--- src/rtl/writeback_stage.sv ---
// Writeback pipeline stage: W-stage register, result select, and the syscall
// controller that drives console requests and the exit halt.
module writeback_stage (
  input  logic        clk,
  input  logic        rst_n,
  input  logic        syscall,
  input  logic        RegWriteM,
  input  logic        MemtoRegM,
  input  logic [31:0] ALUOutM,
  input  logic [31:0] RD,
  input  logic [4:0]  WriteRegM,
  input  logic        StallW,
  input  logic        FlushW,
  input  logic [31:0] v0_in,
  input  logic [31:0] a0_in,
  input  logic        sys_ready,
  output logic        RegWriteW,
  output logic [4:0]  WriteRegW,
  output logic [31:0] ResultW,
  output logic        sys_valid,
  output logic [31:0] sys_code,
  output logic [31:0] sys_arg,
  output logic        syscall_busy,
  output logic        halted
);

  typedef enum logic [1:0] {
    IDLE    = 2'd0,
    SYS_REQ = 2'd1,
    HALT    = 2'd2
  } state_t;

  localparam logic [31:0] EXIT_CODE = 32'd10;

  state_t      state;
  state_t      state_next;
  logic        capture;
  logic        handshake;

  logic        syscall_w;
  logic        reg_write_r;
  logic        mem_to_reg_w;
  logic [31:0] alu_out_w;
  logic [31:0] read_data_w;

  assign handshake = (state == SYS_REQ) && sys_ready;

  // NOTE: every signal driven here gets a default first so no path can imply a latch.
  always_comb begin
    state_next = state;
    capture    = 1'b0;
    unique case (state)
      IDLE: begin
        if (syscall_w) begin
          if (v0_in == EXIT_CODE) begin
            state_next = HALT;
          end else begin
            state_next = SYS_REQ;
            capture    = 1'b1;
          end
        end
      end
      SYS_REQ: if (sys_ready) state_next = IDLE;
      HALT:    state_next = HALT;
      default: state_next = IDLE;
    endcase
  end

  // NOTE: sequential state uses non-blocking assignments so every register
  // samples pre-edge values regardless of statement order.
  always_ff @(posedge clk or negedge rst_n) begin
    if (!rst_n) begin
      state    <= IDLE;
      sys_code <= '0;
      sys_arg  <= '0;
    end else begin
      state <= state_next;
      if (capture) begin
        sys_code <= v0_in;
        sys_arg  <= a0_in;
      end
    end
  end

  // Priority: halt freeze, then flush or handshake bubble, then hold, then load.
  always_ff @(posedge clk or negedge rst_n) begin
    if (!rst_n) begin
      syscall_w    <= 1'b0;
      reg_write_r  <= 1'b0;
      mem_to_reg_w <= 1'b0;
      alu_out_w    <= '0;
      read_data_w  <= '0;
      WriteRegW    <= '0;
    end else if (state != HALT) begin
      if (FlushW || handshake) begin
        syscall_w   <= 1'b0;
        reg_write_r <= 1'b0;
      end else if (!(StallW || syscall_busy)) begin
        syscall_w    <= syscall;
        reg_write_r  <= RegWriteM;
        mem_to_reg_w <= MemtoRegM;
        alu_out_w    <= ALUOutM;
        read_data_w  <= RD;
        WriteRegW    <= WriteRegM;
      end
    end
  end

  assign ResultW      = mem_to_reg_w ? read_data_w : alu_out_w;
  assign RegWriteW    = reg_write_r && (state != HALT);
  assign sys_valid    = (state == SYS_REQ);
  assign halted       = (state == HALT);
  assign syscall_busy = (state != IDLE) || syscall_w;

endmodule

--- config.mk ---
export PLATFORM = sky130hd
export DESIGN_NAME = writeback_stage
export DESIGN_NICKNAME = d
export VERILOG_FILES = /design/src/rtl/writeback_stage.sv
export SDC_FILE = /design/constraint.sdc
export NUM_CORES = 1
export LEC_CHECK = 0
export CAP_MARGIN = 40
export CORE_ASPECT_RATIO = 0.75
export CORE_MARGIN = 2
export CORE_UTILIZATION = 42
export CTS_CLUSTER_DIAMETER = 80
export CTS_CLUSTER_SIZE = 12
export DETAILED_ROUTE_END_ITERATION = 12
export PLACE_DENSITY = 0.85
export SYNTH_ARGS = -nofsm -noshare
export SYNTH_HDL_FRONTEND = slang
export SYNTH_SLANG_ARGS = --single-unit
--- constraint.sdc ---
create_clock -name clk -period 2.1 [get_ports clk]
set_clock_uncertainty 0.2 [all_clocks]
set_input_delay 0.42 -clock clk [delete_from_list [all_inputs] [get_ports clk]]
set_output_delay 0.42 -clock clk [all_outputs]
set_load 0.02 [all_outputs]
==> impl_metrics.yaml <==
die:
  design.die.area_um2: 14500
  initial_core_util_pct: 43.3
  row_count: 36
  fp.dieW_um: 138
  die_y_um: 105
  ios: 246
  core_um2: 13100
timing:
  max_slew_margin_pct: 75.5
  finalMaxSlewViolations: 0
  fin_setup_tns_ns: -3.39
  fmax_ghz: 0.453
  fin_ws_ns: -0.107
  post-route-period-util_pct: 105
  tightest_slew_ns: 0.368
  setup_violations: 87
  hold_violations: 0
  period_minus_slack_ns: 2.21
  grt_setup_unrepaired: "true"
pwr:
  p_leak_nw: 4.48
  vdd_drop_max_uv: 840
  p_per_area_nw_per_um2: 1340
synth:
  synthArstFlopShare_pct: 100
  synth.area.top_cells: "dfrtp_1, mux2_2, mux2_1"
  avgSynthCellArea_um2: 16.2
  synth_ff_type: "dfrtp_1"
  syn_nets: 492
  synth-edff-count: 0
  ys_warn_count: 0
  synth_seq_cells: 138
  synth.largest_area_cell: "dfrtp_1"
  netlist_area_um2: 5670
  ys_types: 21
  syn_inst: 351
  synth_top_area_share_pct: 60.9
  synth-seq-area-share_pct: 60.9
route:
  dr.pass1.iters: 4
  via_per_inst: 5.12
  vias: 4248
  drt.antenna.violating_nets: 0
  route.detailed.drc: 0
  drt-total-wl_um: 18300
  drt_iter0_drc: 189
  wl_per_cell_um: 22.1
cts:
  clkLatencyLatePin_ns: 0.42
  cts.sinks: 138
  cts-root-buf: "clkbuf_16"
  cts_buffers: 17
  clk_pin_slew_ns: 0.05
  htree_levels: 4
  cts_tree: "built"
  clockBufferDepth: 2
global_routing:
  grt_pass1_vias: 4686
  antenna_found_initial: 0
  grt_remaining_overflow: 0
  track_usage_pct: 24.7
  grt_max_degree: 55
  grt_pass1_wl_um: 27300
worst_setup_path:
  start_kind: "register"
  endpoint_kind: "primary output"
  path_class: "register to primary output"
  crit_path_max_fanout: 6
  worstPathRequired_ns: 1.48
  critPathArrivalTime_ns: 1.59
layout:
  seq_area_um2: 3450
  final_nets: 787
  mostFrequentLayoutCell: "clkdlybuf4s50_1"
  multi_input_area_um2: 2390
  areaGrowthSynthToFinish_pct: 73.3
  n_fill_cell: 762
  final_cell_mix: "clkdlybuf4s50_1, dfrtp_1, mux2_2"
  layout-drive-gt1-share_pct: 43.0
  final_util_pct: 75.0
  antenna_cells: 0
  stdcell_count: 829
worst_hold_path:
  hold_path_class: "input port to register"
placed_design:
  placedCellCount: 776
  place.port_buffers: 245
  pre_cts_ws_ns: -0.827
  gp_congestion: 0.810
  hpwl_um: 11100
outcome:
  status: "finished with violations"
  violations: "negative setup slack"
run:
  max_cap_violations: 0
[final timing paths]
check,end,depth (start not counted),slack (ns),start
max in group asynchronous,sys_code[17],3,0.79,rst_n
min in group asynchronous,sys_code[19],2,0.29,rst_n
setup reg to reg,read_data_w[2],6,0.19,state[1]
setup / recovery,ResultW[29],4,-0.11,mem_to_reg_w
hold reg to reg,WriteRegW[3],1,0.29,WriteRegW[3]
hold / removal,sys_code[25],2,0.05,v0_in[25]
[per-layer routing]
metal,global-route usage (%),share of wire (%),up-vias
li1,-,-,1866
met1,28.1,39,2125
met2,42.5,50,218
met3,9.72,8.6,39
met4,8.97,2.6,0
met5,0,0,-
[state kept, by name, indices dropped and copies added, names as in the netlist]
signal        count
alu_out_w        32
read_data_w      32
sys_arg          32
sys_code         32
WriteRegW         5
state             2
mem_to_reg_w      1
reg_write_r       1
syscall_w         1
[timing repair]
| item | CTS | global route |
|---|---|---|
| resized for setup | 266 | 108 |
| hold endpoints to repair | 33 | 0 |
| hold buffers | 1 | 0 |
| pin swaps | 11 | 6 |
| cloned | 9 | 1 |
| buffers inserted | 13 | 1 |
| setup endpoints to repair | 101 | 101 |
[synth_stat cells (all sizes together) (4+ instances only)]
| cell type | number |
|---|---|
| clkbuf | 4 |
| nor4 | 6 |
| nand2 | 4 |
| mux2 | 166 |
| buf | 14 |
| dfrtp | 138 |
[through the flow]
step | cell area [µm²] | power, mW | hold slack (ns)
2_1_floorplan | 5670 | 6.58 | -0.0756
3_3_place_gp | 8500 | 9.06 | 0.137
3_5_place_dp | 8500 | 9.24 | 0.141
4_1_cts | 9540 | 12.5 | 0.0509
5_1_grt | 9830 | 13.7 | 0.0385
6_report | 9830 | 13.2 | 0.0485
[report_power, final]
part / leakage (nW) / switching, mW / internal [mW]
combinational: 2.57 / 2.50 / 3.38
sequential: 1.63 / 0.665 / 3.66
clock: 0.282 / 1.11 / 1.86
total: 4.48 / 4.28 / 8.90
[final cells by class]
class	instances	share of cell area, %
clock buffers	24	5.00
clock inverters	7	0.916
inverters	2	0.0763
multi-input cells	193	24.3
flip-flops and latches	138	35.1
well taps	171	2.18
repair buffers	294	32.4
[kinds of logic (layout without fill, tap and decap cells)]
group                  after synthesis  after routing  synth area share [%]
AND/OR/NAND/NOR                     20             20                  2.18
buffers and inverters               20            327                  3.00
multiplexers                       166            166                  32.9
AO/OA/AOI/OAI                        7              7                  1.01
flip-flops                         138            138                  60.9
[worst max-delay path, stage by stage, from the launching register on]
cell and delay, ns:
dfrtp_2 0.43, buf_12 0.14, buf_16 0.12, mux2_2 0.35
buf_6 0.14
No activity file was read; power rests on OpenSTA's default activity.
==> variant 1: new RTL, same settings <==
Re-encode `state_t` (3 states) as one-hot, 3 bits wide.
--- a/src/rtl/writeback_stage.sv
+++ b/src/rtl/writeback_stage.sv
@@ -24,10 +24,10 @@
   output logic        halted
 );
 
-  typedef enum logic [1:0] {
-    IDLE    = 2'd0,
-    SYS_REQ = 2'd1,
-    HALT    = 2'd2
+  typedef enum logic [2:0] {
+    IDLE    = 3'b001,
+    SYS_REQ = 3'b010,
+    HALT    = 3'b100
   } state_t;
 
   localparam logic [31:0] EXIT_CODE = 32'd10;
Behaviour: same outputs for any inputs over 4 cycles, from zero or initial values and one cycle with rst_n low; so few cycles prove little.
==> variant 1 against the unedited design <==
  * The flow still finishes with violations (setup timing)
  * Synthesized area grew 0.31%
  * Via count grew 0.64%
  * Synthesized cell count grew 1.7%
  * Final cell count grew 1.6%
  * Register-to-register slack lost 380 ps
  * Clock power grew 14%
  * Sequential share of layout area shrank 1.2 points
  * Cell area grew 4.3%
  * Maximum frequency shrank 3.7%
  * Power grew 8.7%
  * Wire length grew 1.4%
  * Sequential cell count grew 1
  * Worst setup slack lost 84 ps
==> variant 1: results (changes against the unedited design) <==
| Metric | Value |
|---|---|
| Grt met2 use | `0.4176 (-0.007072)` |
| Final worst setup slack | `-190.6 ps (-84.06 ps)` |
| Non-Clock Inverter Count | `1 (-1)` |
| Met2 wire len | `9631 um (+4.9%)` |
| CP max FO | `14 (+8)` |
| Largest net degree at the start of global routing | `48 (-13%)` |
| Violated checks | `setup timing` |
| #MultiIn Comb | `198 (+2.6%)` |
| Top cells by area, synth | `dfrtp_1 (61%), mux2_2 (33%), buf_6 (1.4%)` |
| LEAKAGE | `4.633 nW (+3.4%)` |
| Multi-input combinational area share | `0.2503 (+0.007685)` |
| Sw Ratio | `0.3157 (-0.008907)` |
| Complex-gate fraction of the synthesized area | `0.009013 (-0.001130)` |
| Share of cells above drive strength 1 | `0.4627 (+0.03260)` |
| Critical Path AT | `2390 ps (+800 ps)` |
| Mapped Cells | `357 (+1.7%)` |
| Met1 WL | `7728 um (+8.6%)` |
| Vias in the first global route | `4828 (+3.0%)` |
| Worst path max stage delay | `550 ps (+120 ps)` |
| Layout Nets | `798 (+1.4%)` |
| Slowest stage cell, crit path | `dfstp_2` |
| Most frequent cells after synthesis | `mux2_2 (166), dfrtp_1 (138), buf_2 (7), buf_6 (7), nor4_1 (7)` |
| Placed cells | `779 (+0.39%)` |
| Synth cell types | `23 (+9.5%)` |
| R2R depth | `5 (-1)` |
| Met3 Routed Length | `851 um (-46%)` |
| Via density | `5.077 (-0.92%)` |
| Setup violators final | `123 (+41%)` |
| Fill cells | `729 (-4.3%)` |
| 1st-iter DRT viols | `117 (-38%)` |
| Clock buffers | `22 (-8.3%)` |
| Seq. pwr | `4.38 mW (+1%)` |
| M1 GR Usage | `0.2879 (+0.006897)` |
| Power per cell area | `1397 nW/um^2 (+4.2%)` |
| DP Worst Slack | `-694.9 ps (+132.2 ps)` |
| Clk cell area share | `0.06538 (+0.006222)` |
| Setup TNS | `-14640 ps (-11250 ps)` |
| Post-layout util | `0.7826 (+0.03226)` |
| Routability cong. | `0.7904 (-2.4%)` |
| Outcome | `finished with violations` |
| Final WL | `18600 um (+1.4%)` |
| Max_slew headroom | `0.7747 (+0.01990)` |
| Buffering overhead | `0.3236 (-0.0008112)` |
[variant 1: changes by cell type after synthesis, moves of 3 or more]
cell | unedited run | this run
buf_2 | 1 | 7
mux2_2 | 111 | 166
mux2_1 | 55 | 0
nor2_1 | 2 | 6
nand2_1 | 4 | 1
buf_6 | 12 | 7
[variant 1: timing repair]
action,in CTS,in global routing
gates resized for setup,288,116
endpoints found under the hold margin,113,0
pin swaps,13,13
hold buffers,1,0
setup buffers,12,6
setup endpoints to repair,172,170
cloned,10,7
[variant 1: final timing paths]
path / start / to / slack, ps
worst max-delay path: state[0] / read_data_w[19] / -190
worst min-delay path: v0_in[8] / sys_code[8] / 90
worst max register to register: state[0] / read_data_w[19] / -190
worst min register to register: sys_arg[28] / sys_arg[28] / 300
max in group asynchronous: rst_n / sys_arg[15] / 840
min in group asynchronous: rst_n / sys_arg[6] / 240
==> variant 2: new RTL, same flow settings <==
Without the edit above. Reset style: synchronous (`rst_n`), changed in 2 clocked blocks.
--- a/src/rtl/writeback_stage.sv
+++ b/src/rtl/writeback_stage.sv
@@ -68,7 +68,7 @@
 
   // NOTE: sequential state uses non-blocking assignments so every register
   // samples pre-edge values regardless of statement order.
-  always_ff @(posedge clk or negedge rst_n) begin
+  always_ff @(posedge clk) begin
     if (!rst_n) begin
       state    <= IDLE;
       sys_code <= '0;
@@ -83,7 +83,7 @@
   end
 
   // Priority: halt freeze, then flush or handshake bubble, then hold, then load.
-  always_ff @(posedge clk or negedge rst_n) begin
+  always_ff @(posedge clk) begin
     if (!rst_n) begin
       syscall_w    <= 1'b0;
       reg_write_r  <= 1'b0;
Behaviour: differs if rst_n is asserted again (counterexample within 4 cycles, from zero or initial values and one cycle with rst_n low); with rst_n held inactive, the same outputs for 4 cycles.
==> variant 2 against the unedited design <==
  * The flow still finishes with violations (setup timing)
  * Register-to-register slack lost 100 ps
  * Global-route usage shrank 1.7 points
  * Cell area shrank 4.5%
  * Sequential share of layout area shrank 5.6 points
  * Sequential cell count is the same
  * Wire length shrank 6.8%
  * Final cell count grew 31%
  * Worst setup slack is essentially flat
  * Via count grew 26%
  * Synthesized area grew 1.4%
  * Highest routed layer unchanged
Power is not compared: it rests on default switching activity, and its combinational part moved more than twofold at a synthesized area within 25%.
==> variant 2: results (changes against the unedited design) <==
| Metric | Value |
|---|---|
| Non-Filler Instances | `1089 (+31%)` |
| Total CTS buffers | `17 (unchanged)` |
| Dpl hpwl | `11230 um (+1.1%)` |
| DP Worst Slack | `-339.7 ps (+487.4 ps)` |
| DRT Pass-1 Iters | `4 (unchanged)` |
| Synth area leader | `dfxtp_1` |
| Fill cells | `1033 (+36%)` |
| Dpl cell area | `8467 um^2 (-0.43%)` |
| Final WL | `17090 um (-6.8%)` |
| Asr flop ratio synth | `0 (-1.000)` |
| Ant diodes | `0 (unchanged)` |
| Sequential fraction of the synthesis area | `0.4800 (-0.1286)` |
| Post-layout util | `0.6922 (-0.05810)` |
| 1st-iter DRT viols | `250 (+32%)` |
| Largest net degree at the start of global routing | `75 (+36%)` |
| Hold crit path type | `input pin to register` |
| Syn_nets | `793 (+61%)` |
| Via density | `4.930 (-3.8%)` |
| Most frequent cells after synthesis | `nand2_1 (269), dfxtp_1 (138), a21boi_1 (70)` |
| Post-synthesis cell area | `5756 um^2 (+1.4%)` |
| Setup violators final | `12 (-86%)` |
| VDD IR max | `0.5231 mV` |
| Outcome | `finished with violations` |
| Antenna violations before repair | `0 (unchanged)` |
| Synth cell types | `25 (+19%)` |
| Max_slew headroom | `0.7510 (-0.003795)` |
| Critical Path AT | `1590 ps (about the same)` |
| Violated checks | `setup timing` |
| Share of cells above drive strength 1 | `0.1532 (-0.2769)` |
| Synthesized area per cell | `8.827 um^2 (-45%)` |
| First-pass GRT wire length | `26850 um (-1.7%)` |
| Clk Latency, worst-skew pair | `410 ps` |
| Sw Ratio | `0.2430` |
| Setup TNS | `-856.6 ps (+2531 ps)` |
| Tot GR Track Use | `0.2301 (-0.01712)` |
| Layout Nets | `1042 (+32%)` |
| Top cells by area, synth | `dfxtp_1 (48%), nand2_1 (18%), mux2i_1 (11%)` |
| Vias in the first global route | `5365 (+14%)` |
| Routability cong. | `0.7661 (-5.4%)` |
| CTS root buffer | `clkbuf_16` |
| Clock tree buffer depth | `2 (unchanged)` |
| Final worst setup slack | `-106.9 ps (-0.4340 ps)` |
-- variant 2: changes by cell type after synthesis, sizes merged, moves of 22 or more --
cell,delta
dfrtp,-138
a21boi,+70
nand2,+265
mux2i,+64
dfxtp,+138
mux2,-134
clkbuf,+22
-- variant 2: cells by family (layout without fill, tap and decap cells) --
family,after synthesis,after routing,synth area share
and+or+nand+nor,292,292,0.2024
buffers and inverters,49,311,0.04435
AOI/OAI and AO/OA,77,77,0.09935
DFF,138,138,0.4800
muxes,96,96,0.1739
-- variant 2: layer usage --
metal  vias to the layer above  routed length (um)  GRT usage
met5                         -                   0          0
met4                         0                 299    0.08009
met3                        27                1515    0.09223
met2                       201                8229     0.3853
met1                      2509                7042     0.2687
li1                       2632                   -          -
-- variant 2: path summary, 6_finish.rpt --
kind,cells after the start,start,slack [ps],endpoint
max,5,mem_to_reg_w,-110,ResultW[19]
min,3,rst_n,150,sys_arg[20]
max reg2reg,5,syscall_w,90,read_data_w[15]
min reg2reg,2,alu_out_w[30],250,alu_out_w[30]
-- variant 2: cell type report --
| cell class | count | area share |
|---|---|---|
| inverter | 1 | 0.0003998 |
| multi-input combinational | 465 | 0.3058 |
| clock buffer | 19 | 0.04717 |
| sequential | 138 | 0.2949 |
| clock inverter | 13 | 0.01799 |
| timing repair buffer | 278 | 0.3104 |
| tap | 175 | 0.02332 |
-- variant 2: power groups by stage --
stage	clock, mW	sequential [mW]	combinational, mW
floorplan	0	2.87	0.391
global placement	0	2.83	0.946
detailed placement	0	2.83	0.956
CTS	3.13	2.78	0.994
global route	3.26	2.79	1.10
finish	3.09	2.78	1.03
-- variant 2: what timing repair did --
| item | 4_1_cts | 5_1_grt |
|---|---|---|
| resized for setup | 188 | 53 |
| endpoints found under the hold margin | 0 | 0 |
| gates cloned | 3 | 0 |
| setup buffers | 5 | 3 |
| endpoints found under the setup margin | 36 | 43 |
-- variant 2: worst max-delay path: stages, from the launching register on --
cell	delay, ps
dfxtp_4	360
buf_6	130
buf_16	140
buf_4	130
mux2_4	290
buf_6	130
